--- src/rtl/mpp_pkg.sv ---
// Shared types and classification windows for the MPP pattern detector.
package mpp_pkg;

  typedef enum logic [1:0] {
    PAT_NONE     = 2'd0,
    PAT_BEACON   = 2'd1,
    PAT_DIGLF    = 2'd2,
    PAT_PRESSURE = 2'd3
  } pattern_e;

  typedef enum logic [1:0] {
    ST_SEARCH  = 2'd0,
    ST_CONFIRM = 2'd1,
    ST_LOCKED  = 2'd2
  } fsm_e;

  typedef enum logic [1:0] {
    LVL_UNKNOWN = 2'd0,
    LVL_LOW     = 2'd1,
    LVL_HIGH    = 2'd2
  } level_e;

  localparam int unsigned DIGLF_MIN    = 9;
  localparam int unsigned DIGLF_MAX    = 14;
  localparam int unsigned BEACON_MIN   = 17;
  localparam int unsigned BEACON_MAX   = 23;
  localparam int unsigned PRESSURE_MIN = 24;
  localparam int unsigned PRESSURE_MAX = 30;

  function automatic logic in_win(input int unsigned len, input int unsigned lo,
                                  input int unsigned hi);
    return (len >= lo) && (len <= hi);
  endfunction

  // Both half-periods must fall in the same window; saturated counts never match.
  function automatic pattern_e classify(input int unsigned low_len, input int unsigned high_len);
    if (in_win(low_len, DIGLF_MIN, DIGLF_MAX) && in_win(high_len, DIGLF_MIN, DIGLF_MAX))
      return PAT_DIGLF;
    if (in_win(low_len, BEACON_MIN, BEACON_MAX) && in_win(high_len, BEACON_MIN, BEACON_MAX))
      return PAT_BEACON;
    if (in_win(low_len, PRESSURE_MIN, PRESSURE_MAX) &&
        in_win(high_len, PRESSURE_MIN, PRESSURE_MAX))
      return PAT_PRESSURE;
    return PAT_NONE;
  endfunction

endpackage

--- src/rtl/mpp_slicer.sv ---
// Hysteresis slicer with run-length measurement and dead-band silence detection.
module mpp_slicer
  import mpp_pkg::*;
#(
  parameter int unsigned SAMPLE_W    = 24,
  parameter int unsigned TH          = 1000,
  parameter int unsigned CNT_W       = 6,
  parameter int unsigned SILENCE_LEN = 64
) (
  input  logic                       clk,
  input  logic                       rst_n,
  input  logic signed [SAMPLE_W-1:0] sample_in,
  input  logic                       sample_valid,
  output logic                       rise_c,
  output logic                       silence_c,
  output logic [CNT_W-1:0]           low_len_c,
  output logic [CNT_W-1:0]           high_len,
  output logic                       high_ok
);

  localparam int unsigned DEAD_W = $clog2(SILENCE_LEN + 1);
  localparam logic [CNT_W-1:0] CNT_MAX = '1;
  localparam logic signed [SAMPLE_W-1:0] TH_P = SAMPLE_W'(TH);
  localparam logic signed [SAMPLE_W-1:0] TH_N = -TH_P;

  level_e              level_q;
  logic [CNT_W-1:0]    cnt_q;
  logic [CNT_W-1:0]    cnt_inc;
  logic [DEAD_W-1:0]   dead_q;
  logic                run_real_q;
  logic                is_high;
  logic                is_low;
  logic                in_band;
  logic                fall_c;

  // Edge and silence decode for the current sample.
  always_comb begin
    is_high   = sample_in >= TH_P;
    is_low    = sample_in <= TH_N;
    in_band   = !is_high && !is_low;
    rise_c    = sample_valid && (level_q == LVL_LOW) && is_high;
    fall_c    = sample_valid && (level_q == LVL_HIGH) && is_low;
    silence_c = sample_valid && in_band && (dead_q == DEAD_W'(SILENCE_LEN - 1));
    low_len_c = cnt_q;
    cnt_inc   = (cnt_q == CNT_MAX) ? cnt_q : cnt_q + CNT_W'(1);
  end

  // run_real_q marks a run that began at a true edge rather than out of UNKNOWN.
  always_ff @(posedge clk) begin
    if (!rst_n) begin
      level_q    <= LVL_UNKNOWN;
      cnt_q      <= '0;
      dead_q     <= '0;
      run_real_q <= 1'b0;
      high_len   <= '0;
      high_ok    <= 1'b0;
    end else if (sample_valid) begin
      cnt_q  <= cnt_inc;
      dead_q <= (in_band && !silence_c) ? dead_q + DEAD_W'(1) : '0;
      if (silence_c) begin
        level_q <= LVL_UNKNOWN;
        high_ok <= 1'b0;
      end else if (level_q == LVL_UNKNOWN && !in_band) begin
        level_q    <= is_high ? LVL_HIGH : LVL_LOW;
        cnt_q      <= CNT_W'(1);
        run_real_q <= 1'b0;
      end else if (fall_c) begin
        level_q    <= LVL_LOW;
        high_len   <= cnt_q;
        high_ok    <= run_real_q;
        run_real_q <= 1'b1;
        cnt_q      <= CNT_W'(1);
      end else if (rise_c) begin
        level_q    <= LVL_HIGH;
        run_real_q <= 1'b1;
        cnt_q      <= CNT_W'(1);
      end
    end
  end

endmodule

--- src/rtl/mpp_pattern_detector.sv ---
// Identifies the MPP pattern (Beacon/DigitalLF/Pressure) from the sample stream and tracks lock.
module mpp_pattern_detector
  import mpp_pkg::*;
#(
  parameter int unsigned SAMPLE_W    = 24,
  parameter int unsigned TH          = 1000,
  parameter int unsigned CNT_W       = 6,
  parameter int unsigned CONFIRM     = 2,
  parameter int unsigned SILENCE_LEN = 64
) (
  input  logic                       clk,
  input  logic                       rst_n,
  input  logic signed [SAMPLE_W-1:0] sample_in,
  input  logic                       sample_valid,
  output logic [1:0]                 pattern,
  output logic                       locked,
  output logic                       period_strobe,
  output logic                       mismatch_err
);

  localparam int unsigned CONF_W = $clog2(CONFIRM + 1);

  logic              rise_c;
  logic              silence_c;
  logic [CNT_W-1:0]  low_len_c;
  logic [CNT_W-1:0]  high_len;
  logic              high_ok;
  logic              classify_c;
  pattern_e          cls_c;
  logic [CONF_W-1:0] conf_next_c;

  fsm_e              state_q;
  pattern_e          cand_q;
  logic [CONF_W-1:0] conf_q;

  mpp_slicer #(
    .SAMPLE_W   (SAMPLE_W),
    .TH         (TH),
    .CNT_W      (CNT_W),
    .SILENCE_LEN(SILENCE_LEN)
  ) u_slicer (
    .clk         (clk),
    .rst_n       (rst_n),
    .sample_in   (sample_in),
    .sample_valid(sample_valid),
    .rise_c      (rise_c),
    .silence_c   (silence_c),
    .low_len_c   (low_len_c),
    .high_len    (high_len),
    .high_ok     (high_ok)
  );

  // A period is classified only on a rising edge closing a fully measured high run.
  always_comb begin
    classify_c  = rise_c && high_ok;
    cls_c       = classify(32'(low_len_c), 32'(high_len));
    conf_next_c = (state_q == ST_CONFIRM && cls_c == cand_q) ? conf_q + CONF_W'(1)
                                                             : CONF_W'(1);
  end

  always_ff @(posedge clk) begin
    if (!rst_n) begin
      state_q       <= ST_SEARCH;
      cand_q        <= PAT_NONE;
      conf_q        <= '0;
      pattern       <= '0;
      locked        <= 1'b0;
      period_strobe <= 1'b0;
      mismatch_err  <= 1'b0;
    end else begin
      period_strobe <= 1'b0;
      mismatch_err  <= 1'b0;
      if (silence_c) begin
        state_q <= ST_SEARCH;
        conf_q  <= '0;
        pattern <= '0;
        locked  <= 1'b0;
      end else if (classify_c) begin
        period_strobe <= 1'b1;
        case (state_q)
          ST_SEARCH, ST_CONFIRM: begin
            if (cls_c == PAT_NONE) begin
              state_q <= ST_SEARCH;
              conf_q  <= '0;
            end else begin
              cand_q <= cls_c;
              conf_q <= conf_next_c;
              if (conf_next_c == CONF_W'(CONFIRM)) begin
                state_q <= ST_LOCKED;
                pattern <= cls_c;
                locked  <= 1'b1;
              end else begin
                state_q <= ST_CONFIRM;
              end
            end
          end
          ST_LOCKED: begin
            if (cls_c != cand_q) begin
              state_q      <= ST_SEARCH;
              conf_q       <= '0;
              pattern      <= '0;
              locked       <= 1'b0;
              mismatch_err <= 1'b1;
            end
          end
          default: state_q <= ST_SEARCH;
        endcase
      end
    end
  end

endmodule

--- config.mk ---
export PLATFORM = sky130hd
export DESIGN_NAME = mpp_pattern_detector
export DESIGN_NICKNAME = d
export VERILOG_FILES = /design/src/rtl/mpp_pkg.sv /design/src/rtl/mpp_slicer.sv /design/src/rtl/mpp_pattern_detector.sv
export SDC_FILE = /design/constraint.sdc
export NUM_CORES = 1
export LEC_CHECK = 0
export ABC_AREA = 1
export CAP_MARGIN = 20
export CORE_MARGIN = 1
export CORE_UTILIZATION = 45
export CTS_CLUSTER_DIAMETER = 120
export DETAILED_ROUTE_END_ITERATION = 10
export GPL_ROUTABILITY_DRIVEN = 0
export GPL_TIMING_DRIVEN = 0
export PLACE_DENSITY_LB_ADDON = 0.15
export SYNTH_ARGS = -nofsm -noshare
export SYNTH_HDL_FRONTEND = slang
export SYNTH_SLANG_ARGS = --single-unit
--- constraint.sdc ---
create_clock -name clk -period 3.1 [get_ports clk]
set_input_delay 0.62 -clock clk [delete_from_list [all_inputs] [get_ports clk]]
set_output_delay 0.62 -clock clk [all_outputs]
set_load 0.05 [all_outputs]
Word-level counts from Yosys, hierarchy flattened

Index checks and enable logic that the tools add are counted.

Add/subtract/negate cells: 3
$lt $le $gt $ge: 14
Eq/ne operators: 13
Multiplexer cells: 45
Bitwise operators: 6
Reductions and logical operators: 42

Operator list:

| kind                   | number |
|---|---|
| $mux W2                | 18 |
| $mux W6                | 5 |
| $ge A24 B11 Y1 const B | 1 |
| $ge A6 B5 Y1 const B   | 4 |
| $le A24 B11 Y1 const B | 1 |
| $le A6 B5 Y1 const B   | 4 |
| $logic_and A1 B1 Y1    | 20 |
| $mux W1                | 17 |
| $ge A6 B4 Y1 const B   | 2 |
| $le A6 B4 Y1 const B   | 2 |
| $pmux W2 S2            | 3 |
| $reduce_and A3 Y1      | 3 |
| $reduce_and A4 Y1      | 2 |
| $add A7 B1 Y7 const B  | 1 |
| $eq A7 B6 Y1 const B   | 1 |
| $mux W7                | 1 |
| $add A6 B1 Y6 const B  | 1 |
| $eq A2 B2 Y1 const B   | 3 |
| $eq A6 B6 Y1 const B   | 1 |
| $logic_not A2 Y1       | 3 |
| $ne A2 B2 Y1 const B   | 3 |
| $not A1 Y1             | 6 |
| $reduce_and A5 Y1      | 1 |
| $eq A2 B1 Y1 const B   | 2 |
| other kinds (12)       | 18 |

Bits in registers: 34
Input port bits: 27
Output and inout bits: 5
Word-level logic and storage cells: 136

Logic depth before layout (Yosys ltp)

Gate-level depths: netlist (run 1).

Depth after elaboration: 17
Gate-level depth with buffers: 16
Mapped depth without buffers: 16

Cells and area by module

From an unflattened synthesis (run 1), not the netlist that was laid out.

Cell total of the unflattened synthesis: 294
Area total of the unflattened synthesis: 1,961.9 sq um

Modules (own cells, without submodules):

| module               | instances | cells an instance | area each (sq um) | seq. area each (sq um) |
|---|---|---|---|---|
| mpp_slicer           | 1         | 187               | 1,290.0           | 460.4 |
| mpp_pattern_detector | 1         | 107               | 671.9             | 220.2 |

Worst setup path before layout (run 1)

Ideal clock, no wire load.

Path kind: input port to flip-flop
From: input port sample_in[7]
To: register u_slicer.dead_q[0]
Data arrival time: 1,675 ps
Setup slack: 1,289 ps
Stages on the path: 8
Buffers on the path: 0
Cells stage by stage: nor4_1 -> nand2_1 -> nand3_1 -> nand2_1 -> nand2_1 -> nor2_1 -> o21ai_0 -> nor3b_1

Cells in the longest elaborated chain, start to end: 8

Ends and longest elaborated chain:

| what                                             | RTL line                           | text |
|---|---|---|
| from (decl)                                      | mpp_pattern_detector.sv:13         | `input logic signed [SAMPLE_W-1:0] sample_in,` |
| $ge A24 B11 Y1 or $le A24 B11 Y1 (tied branches) | mpp_slicer.sv:38, mpp_slicer.sv:39 |  |
| $logic_not A1 Y1                                 | mpp_slicer.sv:40                   | `in_band = !is_high && !is_low;` |
| $logic_and A1 B1 Y1 *                            | mpp_slicer.sv:40                   |  |
| $logic_and A1 B1 Y1 (2 in a row)                 | mpp_slicer.sv:43                   | `silence_c = sample_valid && in_band && (dead_q == DEAD_W'(SILENCE_LEN - 1));` |
| $logic_not A1 Y1                                 | mpp_slicer.sv:59                   | `dead_q <= (in_band && !silence_c) ? dead_q + DEAD_W'(1) : '0;` |
| $logic_and A1 B1 Y1 *                            | mpp_slicer.sv:59                   |  |
| $mux W7 *                                        | mpp_slicer.sv:59                   |  |
| to (signal assigned)                             | mpp_slicer.sv:59                   |  |
| to (decl)                                        | mpp_slicer.sv:29                   | `logic [DEAD_W-1:0] dead_q;` |

Every way passes the cells marked *; elsewhere a longest branch is shown, timed or not.
A chain may end at the register's enable or synchronous reset.

Worst setup path in the final report (run 1)

Same ends and word-level chain as after synthesis.

==> impl_summary.txt, run 1 <==
----------------------------------------------------
[Yosys]
  Most repeated cell in the gate-level netlist after synthesis ... nand2_1
  Biggest area consumer among synthesized cells ... dfxtp_1
  Complex-gate fraction of the synthesized area ... 0.124
  Flops & latches, synth ... 34
  Cell types occupying the most area after synthesis ... dfxtp_1 (36%), nand2_1 (13%), nand3_1 (7.1%)
  Post-synthesis cell type count ... 28
  Net count after synthesis ... 315
  Cell count after synthesis ... 283
  Post-synth top area share ... 0.360
  Xor/xnor cell area share of the yosys netlist ... 0.0324
  Mean Syn Cell Area ... 6.69 µm²
  Post-synthesis mux area share ... 0
  Fraction of registers with async set/reset ... 0
  Share of synthesized cell area in and, or, nand and nor gates ... 0.377
  Adder-cell share of the synthesized area ... 0.0330
  Combinational family with the most area after synthesis ... simple AND/OR/NAND/NOR gates
  Number of enable flip-flop cells after synthesis ... 0
  Netlist area before placement ... 0.00189 mm²
  Fraction of the yosys area taken by sequential cells ... 0.360
  Most used DFF post-synth ... dfxtp_1
  Leading post-synthesis cells by instance count ... nand2_1 (66), dfxtp_1 (34), nor2_1 (33)
  YS warnings ... 0

[Route]
  Routed wirelength normalized by instance count ... 10.6 µm
  Final Routed Wirelength ... 3930 µm
  Initial detailed-routing violation count ... 69
  Wire length on met3 ... 206 µm
  Post-route DRC ... 0
  Met1 wire length ... 2010 µm
  Vias per cell ... 4.92
  WL met2 ... 1670 µm
  1st-pass router iterations ... 4
  Count of vias placed by the detailed router ... 1827
  Antenna violation net count after detailed routing ... 0
  Highest routed layer ... met4

[Clock tree]
  CTS tree ... built
  Postcts setup bufs ... 0
  Cts hold-fix bufs ... 0
  Total of cells resized after clock tree synthesis ... 0
  Insertion delay of the later-clocked pin in the worst-skew pair ... 0.29 ns
  # H-tree levels ... 2
  Clock-pin slew on the worst setup and hold paths ... 0.07 ns
  Clock tree root buffer cell ... clkbuf_8
  Clock buffer depth ... 2
  Clock buffer count from CTS ... 5
  Count of clock tree sinks ... 34

[Power]
  Sequential share of power ... 0.507
  Combinational share of power ... 0.121
  Switching component of the power ... 223 µW
  Power share of the clock group ... 0.372
  Power consumption ... 902 µW
  Worst vdd rail ir drop ... 287 µV
  Leakage power figure ... 0.943 nW
  Proportion of total power due to net switching ... 0.247
  Power density over the cells ... 384 mW/mm²
  Internal Dissipation ... 679 µW

[Placed design]
  Detail Placement HPWL ... 3050 µm
  Cell total after placement ... 363
  Dpl ws ... 0.498 ns
  Number of input and output port buffers inserted ... 30

[Floorplanning]
  Horiz. Die Dim ... 66.9 µm
  Core footprint ... 0.00403 mm²
  Die ar. ... 0.00447 mm²
  Die H ... 66.9 µm
  Number of I/O pins ... 32
  Std-Cell Rows ... 23
  Starting density of the core ... 0.470

[Global route]
  Number of antenna violations at the first check in global routing ... 0
  Global-route wire length before repair ... 6790 µm
  GRT overflow ... 0
  GRT Total Usage ... 0.199
  Largest net degree at the start of global routing ... 11
  Vias in the first global route ... 1643

[Timing]
  Final hold slack ... 0.442 ns
  Highest Clock Rate ... 444 MHz
  Actual transition at the worst max-transition pin ... 0.556 ns
  Final setup violation count ... 0
  Tightest slew margin relative to the limit ... 0.625
  Post-route clock period utilization ... 0.727
  Shortest period the worst path allows ... 2.25 ns
  Maximum clock skew at final layout ... 0.00968 ns
  Final Slew Violations ... 0
  Total negative setup slack ... 0 ns
  Post-layout worst setup margin ... 0.846 ns
  Setup repair after global routing missed its margin ... false
  Total count of hold-check failures in the final report ... 0

[Flow run]
  # Max-Cap Violations ... 0

[Layout]
  Proportion of layout cells with a drive suffix above 1 ... 0.0717
  Number of antenna cells inserted ... 0
  Sequential cell area ... 681 µm²
  Relative area change from synthesis to final layout ... 24.0%
  # fillers ... 419
  Net total in the final layout ... 352
  Multi-input gate area in the final layout ... 0.00107 mm²
  Final non-filler cell total ... 371

[Setup path]
  RR Startpoint ... u_slicer.low_len_c[0]
  Largest fanout of any net on the critical path ... 5
  Slack of the worst reg-to-reg path ... 1.02 ns
  Required time of the worst setup path ... 3.25 ns
  Worst setup path class ... in -> reg
  Critical path endpoint category ... register
  Crit path DAT ... 2.41 ns
  Critical path launch point type ... input pin
  Number of cells on the worst reg-to-reg path ... 14
  Reg-to-reg critical path endpoint ... pattern[1]

[Run status]
  Result of the run ... completed

[Hold path]
  Hold worst-path end ... u_slicer.dead_q[6]
  Worst hold-check path type ... reg -> reg
  Instance count along the most critical hold path ... 2
  Startpoint of the lowest-slack hold path ... u_slicer.dead_q[6]

----------------------------------------------------
-- state kept, by name (all words and copies together) (netlist names) --
register / count
cand_q: 2
u_slicer.low_len_c: 6
u_slicer.level_q: 2
pattern: 2
period_strobe: 1
u_slicer.high_len: 6
mismatch_err: 1
locked: 1
u_slicer.high_ok: 1
u_slicer.run_real_q: 1
state_q: 2
conf_q: 2
u_slicer.dead_q: 7
-- layout by cell type (no fill, tap or decap) --
| master | n |
|---|---|
| inv_2 | 1 |
| nor2_4 | 1 |
| nor3_4 | 1 |
| clkbuf_1 | 2 |
| nor4_1 | 1 |
| xor2_1 | 6 |
| xnor2_1 | 1 |
| buf_1 | 2 |
| nand2_1 | 66 |
| o211ai_1 | 2 |
| a21oi_1 | 26 |
| nor3_1 | 4 |
| clkdlybuf4s50_1 | 30 |
| nand3b_1 | 1 |
| nand2_2 | 4 |
| and3_2 | 1 |
| nand4_1 | 7 |
| clkbuf_8 | 6 |
| nor2_2 | 4 |
| inv_1 | 32 |
| buf_2 | 1 |
| dfxtp_1 | 34 |
| nor2_1 | 33 |
| nor3b_1 | 2 |
| ha_1 | 5 |
| a31oi_1 | 1 |
| clkinv_2 | 1 |
| o21ai_0 | 15 |
| a211oi_1 | 1 |
| nand3_1 | 27 |
| nand3_2 | 3 |
-- worst max-delay path by stage --
stage | end | depth (start not counted) | start | slack [ns]
after floorplan | u_slicer.dead_q[0] | 8 | sample_in[7] | 1.29
final | u_slicer.dead_q[0] | 9 | sample_in[7] | 0.85
after CTS | u_slicer.dead_q[0] | 10 | sample_in[7] | 0.81
after detailed placement | u_slicer.dead_q[0] | 10 | sample_in[7] | 0.50
after global placement | u_slicer.dead_q[0] | 9 | sample_in[7] | 0.52
after global routing | u_slicer.dead_q[0] | 9 | sample_in[7] | 0.58
-- power by group through the flow --
stage	clock [mW]	sequential, mW	combinational (mW)
6_report	0.336	0.457	0.109
5_1_grt	0.360	0.459	0.124
4_1_cts	0.347	0.457	0.110
3_5_place_dp	0	0.467	0.109
3_3_place_gp	0	0.467	0.108
2_1_floorplan	0	0.465	0.0592
-- final cells by class --
cell class,instances,area share
buffer,4,0.00693
clock buffer,7,0.0368
clock inverter,1,0.00213
inverter,33,0.0528
multi-input combinational,212,0.457
sequential,34,0.290
tap,50,0.0267
timing repair buffer,30,0.128
-- cells by family (layout without fill, tap and decap cells) --
| logic type | after synthesis | in the layout |
|---|---|---|
| xor gates and xnor gates | 7 | 7 |
| buffers and inverters | 37 | 75 |
| DFF | 34 | 34 |
| and+or+nand+nor | 155 | 155 |
| adders and majority gates | 5 | 5 |
| AOI/OAI and AO/OA | 45 | 45 |
-- layer usage --
| layer | up-vias | GRT usage |
|---|---|---|
| met5 | - | 0 |
| met4 | 0 | 0.0718 |
| met3 | 5 | 0.0582 |
| met2 | 29 | 0.314 |
| met1 | 795 | 0.255 |
| li1 | 998 | - |
-- metrics by stage --
step | area (µm²) | utilization
2_1_floorplan | 1890 | -
3_3_place_gp | 2260 | 0.560
3_5_place_dp | 2260 | 0.560
4_1_cts | 2350 | 0.583
5_1_grt | 2350 | 0.583
6_report | 2350 | 0.583
-- worst max-delay path, stage by stage --
cell and delay (ns):
clkdlybuf4s50_1 0.45, nor4_1 0.30, nand2_1 0.09, nand3_1 0.10, nand2_1 0.07, nand2_1 0.13
nor2_1 0.08, o21ai_0 0.46, nor3b_1 0.10
Note: power is estimated with default switching activity, not from simulation.
==> run 2: changes to the inputs <==
==> constraint.sdc (replaced) <==
create_clock -name clk -period 2.2 [get_ports clk]
set_input_delay 0.44 -clock clk [delete_from_list [all_inputs] [get_ports clk]]
set_output_delay 0.44 -clock clk [all_outputs]
set_load 0.05 [all_outputs]
==> run 2 against run 1 <==
Effect of this change:
- worst hold slack about the same
- final area increased by 1.1%
- critical path type is now reg -> reg
- first-iteration DRC count grew 33%
- global-route usage stayed put
- clock skew barely moved
- highest routed layer unchanged
- utilization up 0.65 points
- worst setup slack worse by 0.61 ns
==> impl_summary.txt, run 2 (synthesis gave the netlist of run 1 again) <==
----------------------------------------------------
[Timing]
  Setup repair after global routing missed its margin ... true
  Final setup violation count ... 0
  Maximum clock skew at final layout ... 0.00994 ns
  Tightest slew margin relative to the limit ... 0.670
  Actual transition at the worst max-transition pin ... 0.494 ns
  Highest Clock Rate ... 510 MHz
  Final hold slack ... 0.442 ns
  Total count of hold-check failures in the final report ... 0
  Final Slew Violations ... 0
  Shortest period the worst path allows ... 1.96 ns
  Total negative setup slack ... 0 ns
  Post-route clock period utilization ... 0.892
  Post-layout worst setup margin ... 0.238 ns

[Layout]
  Number of antenna cells inserted ... 0
  Number of flip-flops in the largest register ... 7
  Commonest cells after routing, fill and taps aside ... nand2_1 (66), inv_1 (32), nor2_1 (32), dfxtp_1 (32), clkdlybuf4s50_1 (30)
  Most frequent standard cell in the layout excluding fill and tap cells ... nand2_1
  Fin area ... 0.00237 mm²
  Utilization after layout ... 0.589
  Relative area change from synthesis to final layout ... 25.4%
  # fillers ... 415
  Net total in the final layout ... 354
  Register containing the most flip-flops in the final layout ... u_slicer.dead_q
  Proportion of layout cells with a drive suffix above 1 ... 0.0898
  Final non-filler cell total ... 373

[Setup path]
  Crit path DAT ... 2.13 ns
  Crit path launch ... u_slicer.low_len_c[0]
  RR Startpoint ... u_slicer.low_len_c[0]
  Number of cells on the worst reg-to-reg path ... 14
  Worst setup path class ... reg -> reg
  Critical path endpoint category ... register
  Required time of the worst setup path ... 2.36 ns
  Largest fanout of any net on the critical path ... 5
  Critical path launch point type ... register

[Clock tree]
  Clock tree root buffer cell ... clkbuf_8
  Clock-pin slew on the worst setup and hold paths ... 0.06 ns
  CTS tree ... built
  # H-tree levels ... 2
  Count of clock tree sinks ... 34
  Cts hold-fix bufs ... 0
  Clock buffer depth ... 2
  Clock buffer count from CTS ... 5
  Insertion delay of the later-clocked pin in the worst-skew pair ... 0.29 ns

[Route]
  Antenna violation net count after detailed routing ... 0
  Final Routed Wirelength ... 3980 µm
  Routed wirelength normalized by instance count ... 10.7 µm
  Count of vias placed by the detailed router ... 1837
  Post-route DRC ... 0
  1st-pass router iterations ... 4
  Initial detailed-routing violation count ... 92
  Vias per cell ... 4.92

[Power]
  Worst vdd rail ir drop ... 403 µV
  Leakage power figure ... 0.955 nW
  Power consumption ... 1.27 mW
  Power density over the cells ... 536 mW/mm²

[Hold path]
  Worst hold-check path type ... reg -> reg
  Instance count along the most critical hold path ... 2
  Startpoint of the lowest-slack hold path ... u_slicer.dead_q[6]

[Placed design]
  Cell total after placement ... 363
  Placement-stage cell area ... 0.00226 mm²
  Dpl ws ... -0.222 ns
  Detail Placement HPWL ... 3050 µm
  Number of input and output port buffers inserted ... 30

[Global route]
  GRT overflow ... 0
  Number of antenna violations at the first check in global routing ... 0
  Largest net degree at the start of global routing ... 11
  GRT Total Usage ... 0.199
  Vias in the first global route ... 1643
  Global-route wire length before repair ... 6790 µm

[Floorplanning]
  Horiz. Die Dim ... 66.9 µm
  Starting density of the core ... 0.470
  Core footprint ... 0.00403 mm²
  Std-Cell Rows ... 23
  Die ar. ... 0.00447 mm²
  Die H ... 66.9 µm
  Number of I/O pins ... 32

[Flow run]
  # Max-Cap Violations ... 0

[Run status]
  Result of the run ... completed

----------------------------------------------------
## run 2: layer usage
metal | part of all wire | GRT usage | up-vias | wire [µm]
li1 | - | - | 1004 | -
met1 | 0.51 | 0.255 | 801 | 2020
met2 | 0.43 | 0.314 | 27 | 1700
met3 | 0.051 | 0.0582 | 5 | 203
met4 | 0.012 | 0.0718 | 0 | 47
met5 | 0 | 0 | - | 0
## run 2: final timing paths
check	end	slack, ns
min	u_slicer.dead_q[6]	0.44
min reg2reg	u_slicer.dead_q[6]	0.44
max	pattern[1]	0.24
max reg2reg	pattern[1]	0.24
## run 2: cell type report
| type | count | area [µm²] | share of cell area |
|---|---|---|---|
| Clock inverter | 1 | 5.00 | 0.00211 |
| Tap cell | 50 | 62.6 | 0.0264 |
| Timing Repair Buffer | 32 | 315 | 0.133 |
| Clock buffer | 7 | 86.3 | 0.0364 |
| Sequential cell | 34 | 683 | 0.288 |
| Buffer | 4 | 17.5 | 0.00738 |
| Inverter | 33 | 124 | 0.0522 |
| Multi-Input combinational cell | 212 | 1080 | 0.455 |
## run 2: repair_timing
item,in CTS,in global routing
setup endpoints to repair,0,10
resized for setup,0,7
setup buffers,0,2
## run 2: power by group
| part | leakage [nW] | switching (mW) | internal, mW |
|---|---|---|---|
| registers | 0.276 | 0.0140 | 0.631 |
| clock network | 0.0482 | 0.220 | 0.252 |
| logic | 0.631 | 0.0798 | 0.0749 |
## run 2: worst max-delay path: stages (launching register included)
cell     delay (ns)
dfxtp_2        0.37
inv_1          0.09
ha_1           0.19
o21ai_0        0.16
nor2_1         0.07
nand2_1        0.14
nand2_1        0.10
nand2_1        0.08
nand2_2        0.07
nand3_1        0.07
nand2_1        0.10
nor2_4         0.15
nand3_2        0.11
nand2_1        0.08
a21oi_1        0.06
==> run 3: changes to the inputs <==
--- a/config.mk
+++ b/config.mk
@@ -8,11 +8,10 @@
 export ABC_AREA = 1
 export CAP_MARGIN = 20
 export CORE_MARGIN = 1
-export CORE_UTILIZATION = 45
+export CORE_UTILIZATION = 25
 export CTS_CLUSTER_DIAMETER = 120
 export DETAILED_ROUTE_END_ITERATION = 10
 export GPL_ROUTABILITY_DRIVEN = 0
-export GPL_TIMING_DRIVEN = 0
 export PLACE_DENSITY_LB_ADDON = 0.15
 export SYNTH_ARGS = -nofsm -noshare
 export SYNTH_HDL_FRONTEND = slang
==> run 3 against run 2 <==
Effect of this change:
- global-route usage is 7.4 points lower
- sequential share of layout area down 2.2 points
- sequential power barely moved
- combinational power is 15% higher
- non-clock buffer count is 16 higher
- routed wire length rose by 15%
- critical path type unchanged
==> impl_summary.txt, run 3 (synthesis gave the netlist of run 1 again) <==
----------------------------------------------------
[Run status]
  Result of the run ... completed

[Setup path]
  Largest fanout of any net on the critical path ... 5
  Crit-path slowest cell ... dfxtp_2
  Total buffers and inverters traversed by the critical path ... 1
  RR Startpoint ... u_slicer.low_len_c[0]
  Longest individual stage delay on the worst path ... 0.38 ns
  Required time of the worst setup path ... 2.42 ns
  Crit path DAT ... 2.17 ns
  Cell mode on critical path ... nand2_2
  Worst setup path class ... reg -> reg
  Crit path max-delay family ... simple AND/OR/NAND/NOR gates
  Reg-to-reg critical path endpoint ... pattern[1]
  Critical path launch point type ... register
  Ordered list of cells on the worst path ... inv_1, ha_1, o21ai_0, nor2_1, nand2_1, nand3_1, nand2_2, nand2_2, nor3_4, nand4_1, a21oi_1
  Number of cells on the worst reg-to-reg path ... 11
  Slack of the worst reg-to-reg path ... 0.25 ns
  Critical path endpoint category ... register

[Route]
  WL met2 ... 2030 µm
  Highest routed layer ... met4
  Post-route DRC ... 0
  Met1 wire length ... 2290 µm
  Final Routed Wirelength ... 4570 µm
  Antenna violation net count after detailed routing ... 0
  Wire length on met3 ... 191 µm
  Initial detailed-routing violation count ... 58
  Count of vias placed by the detailed router ... 1901
  1st-pass router iterations ... 4
  Routed wirelength normalized by instance count ... 10.4 µm
  Vias per cell ... 4.34

[Clock tree]
  Clock tree root buffer cell ... clkbuf_8
  Count of clock tree sinks ... 34
  CTS tree ... built
  Cts hold-fix bufs ... 0
  Insertion delay of the later-clocked pin in the worst-skew pair ... 0.29 ns
  Clock buffer count from CTS ... 5
  # H-tree levels ... 2
  Clock-pin slew on the worst setup and hold paths ... 0.07 ns
  Clock buffer depth ... 2
  Total of cells resized after clock tree synthesis ... 0
  Postcts setup bufs ... 0

[Layout]
  Number of antenna cells inserted ... 0
  # fillers ... 816
  Commonest cells after routing, fill and taps aside ... nand2_1 (66), nor2_1 (33), inv_1 (32), dfxtp_1 (32), clkdlybuf4s50_1 (31)
  Fin area ... 0.00257 mm²
  Proportion of layout cells with a drive suffix above 1 ... 0.136
  Number of flip-flops in the largest register ... 7
  Relative area change from synthesis to final layout ... 35.8%
  Net total in the final layout ... 370
  Register containing the most flip-flops in the final layout ... u_slicer.dead_q
  Final non-filler cell total ... 438
  Most frequent standard cell in the layout excluding fill and tap cells ... nand2_1

[Floorplanning]
  Core footprint ... 0.00729 mm²
  Die H ... 89.0 µm
  Number of I/O pins ... 32
  Std-Cell Rows ... 31
  Die ar. ... 0.00792 mm²
  Horiz. Die Dim ... 89.0 µm
  Starting density of the core ... 0.260

[Global route]
  Largest net degree at the start of global routing ... 13
  GRT Total Usage ... 0.125
  GRT overflow ... 0
  Global-route wire length before repair ... 7730 µm
  Number of antenna violations at the first check in global routing ... 0
  Vias in the first global route ... 1769

[Hold path]
  Worst hold-check path type ... reg -> reg
  Hold worst-path end ... u_slicer.dead_q[6]
  Instance count along the most critical hold path ... 2
  Startpoint of the lowest-slack hold path ... u_slicer.dead_q[6]

[Placed design]
  Number of input and output port buffers inserted ... 31
  Dpl ws ... -0.0980 ns
  Placement-stage cell area ... 0.00247 mm²
  Cell total after placement ... 430
  Detail Placement HPWL ... 3670 µm

[Timing]
  Maximum clock skew at final layout ... 0.00878 ns
  Total count of hold-check failures in the final report ... 0
  Tightest slew margin relative to the limit ... 0.669
  Highest Clock Rate ... 513 MHz
  Shortest period the worst path allows ... 1.95 ns
  Post-route clock period utilization ... 0.886
  Final Slew Violations ... 0
  Post-layout worst setup margin ... 0.251 ns
  Actual transition at the worst max-transition pin ... 0.494 ns
  Setup repair after global routing missed its margin ... false
  Final setup violation count ... 0

[Flow run]
  # Max-Cap Violations ... 0

[Power]
  Worst vdd rail ir drop ... 165 µV
  Leakage power figure ... 1.04 nW
  Power density over the cells ... 509 mW/mm²

----------------------------------------------------
-- run 3: cell count changes in the layout (fill, tap and decap cells not counted) --
cell             delta
buf_1               -2
buf_4              +19
a21oi_2             +1
nor2_2              -1
o21ai_0             +1
clkbuf_2            -1
nor2_1              +1
buf_2               -1
clkdlybuf4s50_1     +1
o21ai_1             -1
a21oi_1             -1
-- run 3: layout make-up --
| type | instances | area (µm²) | share of cell area |
|---|---|---|---|
| Multi-Input combinational cell | 212 | 1080 | 0.420 |
| Sequential cell | 34 | 683 | 0.266 |
| Timing Repair Buffer | 52 | 468 | 0.182 |
| Inverter | 33 | 124 | 0.0482 |
| Tap cell | 99 | 124 | 0.0482 |
| Clock buffer | 7 | 86.3 | 0.0336 |
| Clock inverter | 1 | 5.00 | 0.00195 |
-- run 3: routing by layer --
layer / vias to the layer above / GRT usage
li1: 1037 / -
met1: 832 / 0.159
met2: 26 / 0.208
met3: 6 / 0.0332
met4: 0 / 0.0390
met5: - / 0
-- run 3: metrics by stage --
stage               power, mW  utilization  hold slack (ns)  setup TNS, ns
finish                   1.31        0.353            0.435              0
global route             1.38        0.353            0.461              0
CTS                      1.33        0.351            0.442              0
detailed placement      0.837        0.339            0.432         -0.510
global placement        0.836        0.339            0.433         -0.416
floorplan               0.738            -            0.416              0
-- run 3: power by group --
group / switching [mW] / internal (mW)
logic: 0.0854 / 0.0934
registers: 0.0145 / 0.631
clock network: 0.231 / 0.253
-- run 3: worst min-delay path: stages (launching register included) --
cell and delay, ns:
dfxtp_1 0.31, nand2_1 0.05, a211oi_1 0.03
-- run 3: worst max path at each step --
stage | slack, ns | depth (start not counted) | endpoint | from
after floorplan | 0.43 | 14 | locked | u_slicer.low_len_c[0]
after global placement | -0.08 | 12 | u_slicer.low_len_c[4] | sample_in[13]
after detailed placement | -0.1 | 12 | u_slicer.low_len_c[4] | sample_in[13]
after CTS | 0.08 | 14 | pattern[0] | u_slicer.low_len_c[0]
after global routing | 0.01 | 14 | locked | u_slicer.low_len_c[0]
final | 0.25 | 11 | pattern[1] | u_slicer.low_len_c[0]
